--- config.mk ---
export PLATFORM = sky130hd
export DESIGN_NAME = rom_region_loader
export DESIGN_NICKNAME = d
export VERILOG_FILES = /design/src/rtl/rom_loader_pkg.sv /design/src/rtl/rom_region_decode.sv /design/src/rtl/rom_region_loader.sv
export SDC_FILE = /design/constraint.sdc
export NUM_CORES = 1
export LEC_CHECK = 0
export BUFFER_PORTS_ARGS = -buffer_cell sky130_fd_sc_hd__buf_2
export CAP_MARGIN = 0
export CORE_AREA = 10 10 103 105
export CTS_CLUSTER_DIAMETER = 50
export DETAILED_ROUTE_END_ITERATION = 10
export DIE_AREA = 0 0 113 115
export GPL_TIMING_DRIVEN = 0
export PLACE_DENSITY = 0.73
export SLEW_MARGIN = 5
export SYNTH_ARGS = -nofsm -noshare
export SYNTH_HDL_FRONTEND = slang
export SYNTH_HIERARCHICAL = 1
export SYNTH_SLANG_ARGS = --single-unit
--- constraint.sdc ---
create_clock -name clk_sys -period 2.3 [get_ports clk_sys]
set_input_delay 0.23 -clock clk_sys [delete_from_list [all_inputs] [get_ports clk_sys]]
set_output_delay 0.23 -clock clk_sys [all_outputs]
set_load 0.005 [all_outputs]
--- src/rtl/rom_loader_pkg.sv ---
// Shared types and helpers for the ROM region loader: FSM states, file address
// width and the single-region match test.
package rom_loader_pkg;

  localparam int ADDR_FILE_W = 25;

  typedef enum logic [1:0] {
    IDLE  = 2'd0,
    LOAD  = 2'd1,
    WRITE = 2'd2,
    TAIL  = 2'd3
  } state_t;

  // Offset form avoids overflow of base+size at the top of the 25-bit space.
  function automatic logic region_hit(input logic [ADDR_FILE_W-1:0] addr,
                                      input logic [ADDR_FILE_W-1:0] base,
                                      input logic [ADDR_FILE_W-1:0] size);
    return (addr >= base) && ((addr - base) < size);
  endfunction

endpackage

--- src/rtl/rom_region_decode.sv ---
// Combinational ROM file address decoder: one-hot region hit, any-hit flag and
// region-local offset. The lowest-numbered region wins on overlap.
module rom_region_decode
  import rom_loader_pkg::*;
#(
  parameter int NUM_REGIONS = 4,
  parameter int ADDR_W      = 14,
  parameter logic [NUM_REGIONS*ADDR_FILE_W-1:0] REGION_BASE = {NUM_REGIONS{25'h0}},
  parameter logic [NUM_REGIONS*ADDR_FILE_W-1:0] REGION_SIZE = {NUM_REGIONS{25'h1000}}
) (
  input  logic [ADDR_FILE_W-1:0] addr,
  output logic [NUM_REGIONS-1:0] hit_oh,
  output logic                   any_hit,
  output logic [ADDR_W-1:0]      offset
);

  always_comb begin
    hit_oh  = '0;
    any_hit = 1'b0;
    offset  = '0;
    // Walk from the top down so a lower region overrides a higher one.
    for (int k = NUM_REGIONS - 1; k >= 0; k--) begin
      if (region_hit(addr, REGION_BASE[k*ADDR_FILE_W +: ADDR_FILE_W],
                     REGION_SIZE[k*ADDR_FILE_W +: ADDR_FILE_W])) begin
        hit_oh    = '0;
        hit_oh[k] = 1'b1;
        any_hit   = 1'b1;
        offset    = ADDR_W'(addr - REGION_BASE[k*ADDR_FILE_W +: ADDR_FILE_W]);
      end
    end
  end

endmodule

--- src/rtl/rom_region_loader.sv ---
// Splits the hps_io ROM download stream into NUM_REGIONS regions, paces writes
// with ioctl_wait and holds the game core in reset through load plus a tail.
//
// state | meaning
// IDLE  | core running, waiting for a ROM download
// LOAD  | download active, waiting for the next byte strobe
// WRITE | byte presented on dn_*, ioctl_wait high for WR_CYCLES
// TAIL  | download finished, counting down before releasing core_reset
module rom_region_loader
  import rom_loader_pkg::*;
#(
  parameter int NUM_REGIONS = 4,
  parameter int ADDR_W      = 14,
  parameter logic [NUM_REGIONS*ADDR_FILE_W-1:0] REGION_BASE = {NUM_REGIONS{25'h0}},
  parameter logic [NUM_REGIONS*ADDR_FILE_W-1:0] REGION_SIZE = {NUM_REGIONS{25'h1000}},
  parameter int WR_CYCLES   = 2,
  parameter int TAIL_CYCLES = 256,
  parameter logic [7:0] DL_INDEX = 8'd0
) (
  input  logic                   clk_sys,
  input  logic                   RESET_n,
  input  logic                   ioctl_download,
  input  logic [7:0]             ioctl_index,
  input  logic                   ioctl_wr,
  input  logic [ADDR_FILE_W-1:0] ioctl_addr,
  input  logic [7:0]             ioctl_dout,
  output logic                   ioctl_wait,
  output logic [ADDR_W-1:0]      dn_addr,
  output logic [7:0]             dn_data,
  output logic [NUM_REGIONS-1:0] dn_we,
  output logic                   core_reset,
  output logic                   load_done,
  output logic [ADDR_FILE_W-1:0] bytes_written,
  output logic                   unmapped_err
);

  localparam int TAIL_W = $clog2(TAIL_CYCLES + 1);
  localparam logic [TAIL_W-1:0] TAIL_LOAD = TAIL_W'(TAIL_CYCLES);
  localparam logic [3:0]        WR_LOAD   = 4'(WR_CYCLES);

  state_t                   state_q, state_d;
  logic [3:0]               wr_cnt_q, wr_cnt_d;
  logic [TAIL_W-1:0]        tail_cnt_q, tail_cnt_d;
  logic [ADDR_W-1:0]        dn_addr_q, dn_addr_d;
  logic [7:0]               dn_data_q, dn_data_d;
  logic [NUM_REGIONS-1:0]   dn_we_q, dn_we_d;
  logic                     load_done_q, load_done_d;
  logic [ADDR_FILE_W-1:0]   bytes_q, bytes_d;
  logic                     unmapped_q, unmapped_d;

  logic                     load_active;
  logic [NUM_REGIONS-1:0]   hit_oh;
  logic                     any_hit;
  logic [ADDR_W-1:0]        offset;

  assign load_active = ioctl_download && (ioctl_index == DL_INDEX);

  rom_region_decode #(
    .NUM_REGIONS (NUM_REGIONS),
    .ADDR_W      (ADDR_W),
    .REGION_BASE (REGION_BASE),
    .REGION_SIZE (REGION_SIZE)
  ) u_decode (
    .addr    (ioctl_addr),
    .hit_oh  (hit_oh),
    .any_hit (any_hit),
    .offset  (offset)
  );

  always_comb begin
    state_d     = state_q;
    wr_cnt_d    = wr_cnt_q;
    tail_cnt_d  = tail_cnt_q;
    dn_addr_d   = dn_addr_q;
    dn_data_d   = dn_data_q;
    dn_we_d     = dn_we_q;
    load_done_d = load_done_q;
    bytes_d     = bytes_q;
    unmapped_d  = unmapped_q;
    case (state_q)
      IDLE: begin
        if (load_active) begin
          state_d    = LOAD;
          bytes_d    = '0;
          unmapped_d = 1'b0;
        end
      end
      LOAD: begin
        if (!load_active) begin
          state_d    = TAIL;
          tail_cnt_d = TAIL_LOAD;
        end else if (ioctl_wr) begin
          if (any_hit) begin
            state_d   = WRITE;
            wr_cnt_d  = WR_LOAD;
            dn_addr_d = offset;
            dn_data_d = ioctl_dout;
            dn_we_d   = hit_oh;
            if (bytes_q != {ADDR_FILE_W{1'b1}}) bytes_d = bytes_q + 1'b1;
          end else begin
            unmapped_d = 1'b1;
          end
        end
      end
      WRITE: begin
        // A strobe while stalled is a protocol violation; the byte is dropped.
        if (ioctl_wr && load_active) unmapped_d = 1'b1;
        if (wr_cnt_q <= 4'd1) begin
          dn_we_d = '0;
          if (load_active) begin
            state_d = LOAD;
          end else begin
            state_d    = TAIL;
            tail_cnt_d = TAIL_LOAD;
          end
        end else begin
          wr_cnt_d = wr_cnt_q - 4'd1;
        end
      end
      TAIL: begin
        if (load_active) begin
          state_d    = LOAD;
          bytes_d    = '0;
          unmapped_d = 1'b0;
        end else if (tail_cnt_q <= TAIL_W'(1)) begin
          state_d     = IDLE;
          load_done_d = 1'b1;
        end else begin
          tail_cnt_d = tail_cnt_q - TAIL_W'(1);
        end
      end
      default: state_d = TAIL;
    endcase
  end

  always_ff @(posedge clk_sys or negedge RESET_n) begin
    if (!RESET_n) begin
      state_q     <= TAIL;
      wr_cnt_q    <= '0;
      tail_cnt_q  <= TAIL_LOAD;
      dn_addr_q   <= '0;
      dn_data_q   <= '0;
      dn_we_q     <= '0;
      load_done_q <= 1'b0;
      bytes_q     <= '0;
      unmapped_q  <= 1'b0;
    end else begin
      state_q     <= state_d;
      wr_cnt_q    <= wr_cnt_d;
      tail_cnt_q  <= tail_cnt_d;
      dn_addr_q   <= dn_addr_d;
      dn_data_q   <= dn_data_d;
      dn_we_q     <= dn_we_d;
      load_done_q <= load_done_d;
      bytes_q     <= bytes_d;
      unmapped_q  <= unmapped_d;
    end
  end

  assign ioctl_wait    = (state_q == WRITE);
  assign core_reset    = (state_q != IDLE);
  assign dn_addr       = dn_addr_q;
  assign dn_data       = dn_data_q;
  assign dn_we         = dn_we_q;
  assign load_done     = load_done_q;
  assign bytes_written = bytes_q;
  assign unmapped_err  = unmapped_q;

endmodule

Word-level counts from Yosys, hierarchy flattened --
Index checks and enable logic that the tools add are counted.
Word-level totals: bits in writable memories 0, output and inout port bits 55, ROM bits 0, input bits 45, bits in latches 0, word-level logic and storage cells 93, memories kept 0, bits in registers 68
Cells by class: multiplexer cells 39, multiply operators 0, reduce and logical (&&, ||, !) cells 18, eq/ne operators 19, $add $sub $neg 3, shift operators 0, bitwise operators 1, order comparisons 4, divide/modulo/power cells 0
Operators with widths (count):
- 25-bit two-way mux | 5
- 25-bit case mux with 2 select lines | 1
- 9-bit two-way mux | 4
- 4-bit two-way mux | 8
- 9-bit case mux with 3 select lines | 1
- 25-bit by 1-bit adder with 25-bit output (second input constant) | 1
- 25-bit by 1-bit greater-or-equal comparator with 1-bit output (second input constant) | 1
- 25-bit by 13-bit less-than comparator with 1-bit output (second input constant) | 1
- 25-bit != test (second input constant) | 1
- 5-bit AND reduction | 4
- 2-bit != test (second input constant) | 9
- 2-bit two-way mux | 8
- 4-bit case mux with 2 select lines | 2
- 14-bit two-way mux | 1
- 9-bit by 1-bit <= comparator with 1-bit output (second input constant) | 1
- 3-bit != test (second input constant) | 3
- 9-bit by 1-bit subtractor with 9-bit output (second input constant) | 1
- 8-bit logical NOT | 1
- 2-bit case mux with 4 select lines | 1
- 4-bit AND reduction | 2
- 1-bit two-way mux | 7
- 2-bit by 1-bit != test with 1-bit output (second input constant) | 3
- 6-bit AND reduction | 1
- 2-bit nonzero test | 3
- other kinds (11) | 14

Longest topological paths before layout --
Gate-level depths: netlist of run 1.
depth after elaboration 7, depth in mapped cells 9, depth with buffers taken out 7

Cells and area by module --
Netlist of run 1, hierarchy kept.
By module, submodules not included:
- rom_region_loader | instances 1, cells each 411, seq. area each 1705.4 um^2, area an instance 3774.9 um^2
- rom_region_decode | instances 1, cells each 41, seq. area each 0.0 um^2, area an instance 366.6 um^2

Worst setup path after synthesis of run 1 --
OpenSTA, ideal clock, no wires.
path kind in2reg, start point input port ioctl_addr[18], end point register bytes_q[3] (netlist: bytes_written[3]), arrival 2.478 ns, buffers on the path 1, required time 2.159 ns, library setup time 0.141 ns, stages 7, path slack -0.318 ns, cells stage by stage or4_4 > nor4b_1 > and3_1 > nand4_2 > buf_1 > o311ai_0 > nand3_1
Between the ends: longest elaborated chain between the ends 5, elaborated cells between the ends (all ways) 6, those cells by class 2 x order compare; 1 x eq/ne; 1 x mux; 2 x reduce/logical
Ends and longest elaborated chain:
- from (decl) | RTL line rom_region_loader.sv:25 | input logic [ADDR_FILE_W-1:0] ioctl_addr,
- 25-bit by 1-bit greater-or-equal comparator with 1-bit output / 25-bit by 13-bit less-than comparator with 1-bit output (equally long branches) | RTL line rom_loader_pkg.sv:18 | return (addr >= base) && ((addr - base) < size);
- 1-bit logical AND * | RTL line rom_loader_pkg.sv:18
- 1-bit two-way mux * | RTL line rom_region_decode.sv:23 | if (region_hit(addr, REGION_BASE[k*ADDR_FILE_W +: ADDR_FILE_W],
- via any_hit | RTL line rom_region_loader.sv:53 | logic any_hit;
- 2-bit != test (no line) *
- 6-bit AND reduction (no line) *
- to (signal assigned) | RTL line rom_region_loader.sv:155 | bytes_q <= bytes_d;
- to (decl) | RTL line rom_region_loader.sv:48 | logic [ADDR_FILE_W-1:0] bytes_q, bytes_d;
The timed path passes the listed nets; every way through them passes the cells marked *. A chain may end at the register's enable or synchronous reset.

Final worst setup path of run 1 --
start point input port ioctl_addr[22], end point register bytes_q[3] (netlist: bytes_written[3])
The elaborated chain is that of the path after synthesis.

==> results of run 1 <==
## final cells by class
class | instances | share of cell area (%)
Multi-Input combinational cell | 339 | 43.4
Clock buffer | 9 | 2.40
Sequential cell | 68 | 33.0
Buffer | 29 | 3.53
Inverter | 20 | 1.48
Tap cell | 108 | 2.61
Clock inverter | 7 | 2.83
Timing Repair Buffer | 104 | 10.8
## layout by cell type, fill, tap and decap left out, types with 9 or more instances in the layout
master    netlist  routed
buf_2           5     103
nand2_1        96      96
dfrtp_1        65      65
a31oi_1        21      21
inv_1          19      19
nor2_1         19      19
a21oi_1        17      17
nand3_1        16      16
buf_4           8      13
or3b_2         12      12
nor4_2         11      11
o21ai_0        11      11
ha_1           10      10
nor3_1          9       9
clkbuf_8        0       9
## power by group through the flow
stage | Sequential (uW) | Combinational (uW) | Clock, uW
floorplan | 1430 | 1070 | 0
global placement | 1450 | 1400 | 0
detailed placement | 1460 | 1450 | 0
CTS | 1430 | 1470 | 1360
global route | 1450 | 1660 | 1410
finish | 1440 | 1480 | 1330
## registers in the layout, summed over array words and instances, names as in the netlist
signal and flops:
dn_addr 14, wr_cnt_q 4, bytes_written 25, dn_we 4
tail_cnt_q 9, dn_data 8, state_q 2, load_done 1
unmapped_err 1
## per-layer routing
| layer | up-vias | share of wire (%) | global-route usage, % |
|---|---|---|---|
| met5 | - | 0 | 0 |
| met4 | 0 | 1.3 | 5.33 |
| met3 | 16 | 11 | 7.19 |
| met2 | 187 | 45 | 27.2 |
| met1 | 1804 | 43 | 22.1 |
| li1 | 1887 | - | - |
## worst paths after layout
check / startpoint / endpoint / slack, ps / depth (start not counted)
max in group asynchronous: RESET_n / state_q[0] / 1380 / 3
worst min register to register: dn_data[3] / dn_data[3] / 470 / 2
worst min-delay path: ioctl_dout[0] / dn_data[0] / 70 / 3
worst max-delay path: ioctl_addr[22] / bytes_written[3] / 90 / 8
min in group asynchronous: RESET_n / bytes_written[12] / 320 / 2
worst max register to register: state_q[0] / bytes_written[0] / 110 / 6
## worst max-delay path, delay by kind of cell
kind,cells,cell delay (ps)
simple gates,5,1480
buf+inv,2,350
compound gates,1,350
## metrics by stage
| step | setup WS [ps] | cells | TNS (ps) | power (uW) | hold slack [ps] |
|---|---|---|---|---|---|
| 2_1_floorplan | 6.41 | 456 | 0 | 2500 | -65.6 |
| 3_3_place_gp | -392 | 663 | -14120 | 2850 | 427 |
| 3_5_place_dp | -416 | 664 | -15000 | 2910 | 164 |
| 4_1_cts | 38.3 | 682 | 0 | 4270 | 60.0 |
| 5_1_grt | -22.4 | 684 | -40.6 | 4520 | 69.9 |
| 6_report | 93.9 | 684 | 0 | 4250 | 73.4 |
## logic make-up after synthesis
logic type | synth area share (%)
and+or+nand+nor | 29.8
muxes | 2.02
other | 0.0905
adders and majority gates | 3.02
DFF | 41.2
buffers and inverters | 6.07
AOI/OAI and AO/OA | 17.8
## what timing repair did
action / CTS / global route
setup endpoints to repair: 6 / 24
pin swaps: 1 / 4
hold endpoints to repair: 23 / 0
hold buffers: 1 / 0
gates resized for setup: 2 / 4
setup buffers: 1 / 2
==> flow_summary.yaml, run 1 <==
floorplanning:
  number_of_placement_rows: 34
  die-area_sq_mm: 0.0130
  initial_utilization_pct: 48.4
  core_sq_mm: 0.00855
  chipHeight_um: 115
  die_width_um: 113
  io_pins: 100
route:
  num_vias: 3894
  drtIter0Drc: 244
  route.antenna.remaining_nets: 0
  drc: 0
  detailedRoute.firstPassIterationCount: 5
  drt-total-wl_um: 11400
  route.detailed.vias_per_inst: 5.69
  wire_per_inst_um: 16.7
clocking:
  cts-root-buf: "clkbuf_8"
  clock_tree.htree_level_count: 3
  worst_skew_pair.late_latency_ps: 350
  tritoncts: "done"
  tritoncts.num_buffers: 9
  clkTransAtPathRegs_ps: 80
  cts-root-to-sink-buffers: 2
  cts.sink_count: 68
sta:
  fmax_mhz: 453
  final.setup_skew_ps: 11.5
  final-setup-viol-count: 0
  layout_worst_path_cycle_share_pct: 95.9
  actual_transition_at_the_worst_max_transition_pin_ps: 657
  period_minus_slack_ps: 2210
  maxSlewHeadroom_pct: 56.2
  maxSlewViolCount: 0
  report.final.hold_viol_count: 0
  rsz0062_at_grt: "true"
logic_synthesis:
  synthesis.area_sq_mm: 0.00414
  post_synth_num_cell_types: 69
  ys_dominant_reg_cell: "dfrtp_1"
  netlist.area_leader.share_pct: 39.3
  synth-warning-count: 6
  synth.ff_latch_count: 68
  post_synth.cell_area_avg_sq_um: 9.16
  synth_enable_flop_cells: 0
  synthesis.instances: 452
  most_frequent_cell_after_synthesis: "nand2_1"
  synth.area.top_cells: "dfrtp_1 (39%), nand2_1 (8.7%), nor4_2 (3.3%)"
  post_synth_most_frequent_cells: "nand2_1 (96), dfrtp_1 (65), a31oi_1 (21), inv_1 (19), nor2_1 (19)"
  synth_seq_area_share_pct: 41.2
  async_reset_ff_share_pct: 100
  yosysTopAreaCell: "dfrtp_1"
power_and_ir_drop:
  sw_frac_of_total_pct: 36.0
  power.density_mw_per_mm2: 822
  power.static_leakage_uw: 0.00259
  p_seq_share_pct: 33.8
  clock_share_of_power_pct: 31.4
  internal_power_uw: 2720
  p_sw_uw: 1530
  irDropWorstVdd_uv: 336
  share_comb_of_total_power_pct: 34.8
finish:
  area_taken_by_flip_flops_and_latches_sq_mm: 0.00171
  final_layout_size_suffix_gt1_share_pct: 33.5
  final_net_count: 626
  syn2layout_area_growth_pct: 24.8
  num-fill-cells: 748
  layout.core_utilization_pct: 60.5
  finalInstanceArea_sq_mm: 0.00517
  antenna-diode-count: 0
  multi_input_comb_area_sq_mm: 0.00224
grt:
  gr-total-overflow: 0
  grt_pass1_wl_um: 19300
  gr-usage-all-layers_pct: 17.6
  grt_start_max_net_pins: 46
  initial_antenna_violation_count: 0
  vias_in_the_first_global_route: 3927
placement:
  gp_congestion: 0.864
  port_buffers: 99
  place_hpwl_um: 8490
  postPlaceCellArea_sq_mm: 0.00486
worst_setup_path:
  cp_common_cell: "buf_2"
  path_class: "in2reg"
  crit_path_top_delay_cell: "or4_4"
  critical_path_peak_fanout: 10
  timing.critical_path.arrival_ps: 2420
  critPathLaunchType: "input pin"
  cpPeakStageDelay_ps: 570
  timing.critical_path.cells: "buf_2 > or4_4 > nor4b_4 > and3_4 > nand4_4 > buf_2 > o311ai_0 > nand3_1"
  setup.worst_path.end_class: "register"
  timing.critical_path.required_ps: 2510
outcome:
  status: "finished, final reports clean"
hold_path:
  timing.hold.worst.class: "in2reg"
run:
  maxCapViolCount: 0
No activity file was read; power rests on OpenSTA's default activity.
==> run 2: changes to the inputs <==
--- a/config.mk
+++ b/config.mk
@@ -7,5 +7,4 @@
 export LEC_CHECK = 0
 export BUFFER_PORTS_ARGS = -buffer_cell sky130_fd_sc_hd__buf_2
-export CAP_MARGIN = 0
 export CORE_AREA = 10 10 103 105
 export CTS_CLUSTER_DIAMETER = 50
==> constraint.sdc (replaced) <==
create_clock -name clk_sys -period 2.3 [get_ports clk_sys]
set_input_delay 0 -clock clk_sys [delete_from_list [all_inputs] [get_ports clk_sys]]
set_output_delay 0 -clock clk_sys [all_outputs]
set_load 0.005 [all_outputs]
==> flow_summary.yaml, run 2 (synthesized netlist as in run 1, its figures left out) <==
sta:
  layout_worst_path_cycle_share_pct: 93.8
  actual_transition_at_the_worst_max_transition_pin_ps: 650
  final-setup-viol-count: 0
  setup_total_negative_slack_ps: 0
  final.setup_skew_ps: 5.82
  report.final.hold_viol_count: 0
  maxSlewHeadroom_pct: 56.7
  fmax_mhz: 464
  period_minus_slack_ps: 2160
  timing.final.ws_setup_ps: 143
  rsz0062_at_grt: "false"
  maxSlewViolCount: 0
placement:
  place_hpwl_um: 8300
  gp_congestion: 0.887
  detailedPlace.worstSlack_ps: -580
  port_buffers: 99
  dpl.cell_count: 664
clocking:
  tritoncts.num_buffers: 9
  clkTransAtPathRegs_ps: 70
  cts-root-to-sink-buffers: 2
  tritoncts: "done"
  cts.sink_count: 68
  worst_skew_pair.late_latency_ps: 330
  cts-root-buf: "clkbuf_8"
  clock_tree.htree_level_count: 3
worst_setup_path:
  crit_path_top_delay_cell: "dfstp_2"
  path_class: "reg2reg"
  cpPeakStageDelay_ps: 580
  setup.worst_path.start: "state_q[0]"
  critPathLaunchType: "register"
  regToRegStartpoint: "state_q[0]"
  timing.critical_path.required_ps: 2520
  critical_path_peak_fanout: 10
  cpLargestDelayFamily: "flip-flops"
  timing.critical_path.arrival_ps: 2380
  timing.critical_path.cells: "inv_1 > ha_1 > inv_4 > nand3_2 > and2_1 > mux2_2"
  worstPathBufferInverterCount: 2
  setup.worst_path.end_class: "register"
power_and_ir_drop:
  power.density_mw_per_mm2: 756
  clock_share_of_power_pct: 25.0
  p_seq_share_pct: 36.8
  irDropWorstVdd_uv: 344
  sw_frac_of_total_pct: 37.5
  p_sw_uw: 1460
  share_comb_of_total_power_pct: 38.2
  internal_power_uw: 2440
  power.static_leakage_uw: 0.00260
hold_path:
  timing.hold.worst.start: "ioctl_addr[13]"
  timing.hold.worst.class: "in2reg"
grt:
  vias_in_the_first_global_route: 3929
  grt_pass1_wl_um: 18900
  gr-total-overflow: 0
  grt_start_max_net_pins: 49
  gr-usage-all-layers_pct: 17.2
  initial_antenna_violation_count: 1
route:
  drc: 0
  wire_per_inst_um: 16.3
  route.detailed.vias_per_inst: 5.60
  drt-total-wl_um: 11300
  drtIter0Drc: 243
  detailedRoute.firstPassIterationCount: 4
  route.antenna.remaining_nets: 0
  num_vias: 3872
floorplanning:
  number_of_placement_rows: 34
  io_pins: 100
  chipHeight_um: 115
  die_width_um: 113
  initial_utilization_pct: 48.4
  die-area_sq_mm: 0.0130
  core_sq_mm: 0.00855
finish:
  layout.cells.most_common: "buf_2"
  final_net_count: 635
  most-common-layout-cells: "buf_2 (103), nand2_1 (96), dfrtp_1 (65)"
  syn2layout_area_growth_pct: 24.7
  layoutNonFillerInstCount: 692
  final_layout_size_suffix_gt1_share_pct: 32.9
  largest_reg_flops: 25
outcome:
  status: "finished, final reports clean"
run:
  maxCapViolCount: 0
==> run 2: power by group through the flow <==
stage	Sequential, uW	Combinational (uW)	Clock, uW
after global placement	1450	1390	0
after detailed placement	1460	1440	0
final	1440	1490	976
after CTS	1440	1480	1010
after global routing	1460	1670	1050
after floorplan	1430	1070	0
==> run 2: path summary, 6_finish.rpt <==
check | to | slack, ps | cells past startpoint
worst max register to register | bytes_written[0] | 140 | 6
min in group asynchronous | bytes_written[13] | 100 | 2
max in group asynchronous | state_q[1] | 1630 | 3
worst max-delay path | bytes_written[0] | 140 | 6
worst min register to register | dn_addr[9] | 460 | 2
worst min-delay path | dn_addr[1] | 50 | 5
==> run 2: stage by stage <==
step / total power (uW) / area, sq um / util (%) / hold slack (ps)
6_report: 3910 / 5160 / 60.4 / 50.6
5_1_grt: 4180 / 5160 / 60.4 / 74.7
4_1_cts: 3920 / 5130 / 60.0 / 36.3
3_5_place_dp: 2900 / 4820 / 56.4 / -84.8
3_3_place_gp: 2840 / 4790 / 56.1 / 195
2_1_floorplan: 2490 / 4160 / - / -296
==> run 2: what timing repair did <==
| item | CTS | global route |
|---|---|---|
| gates resized for setup | 7 | 7 |
| setup endpoints to repair | 41 | 42 |
| buffers inserted | 0 | 4 |
| pin swaps | 0 | 3 |
| hold buffers | 9 | 0 |
| endpoints found under the hold margin | 75 | 0 |
==> run 2: routing by layer <==
layer | wire length, um | track usage, % | vias to the layer above
met3 | 1050 | 5.94 | 13
met5 | 0 | 0 | -
li1 | - | - | 1901
met1 | 4910 | 21.1 | 1819
met2 | 5180 | 27.2 | 139
met4 | 146 | 7.11 | 0
==> run 2: final cells by class <==
cell class | instances | area (sq um)
plain buffers | 29 | 185
clock buffers | 12 | 155
multi-input cells | 339 | 2220
well taps | 108 | 135
inverters | 20 | 77.6
diodes | 1 | 2.50
flip-flops and latches | 68 | 1710
repair buffers | 113 | 646
clock inverters | 2 | 35.0
fillers | 730 | 3390
==> run 2: worst min-delay path, stage by stage <==
cell and delay, ps:
buf_2 100, or3b_2 100, nor4_1 40, nand2_1 60, nand2_1 50
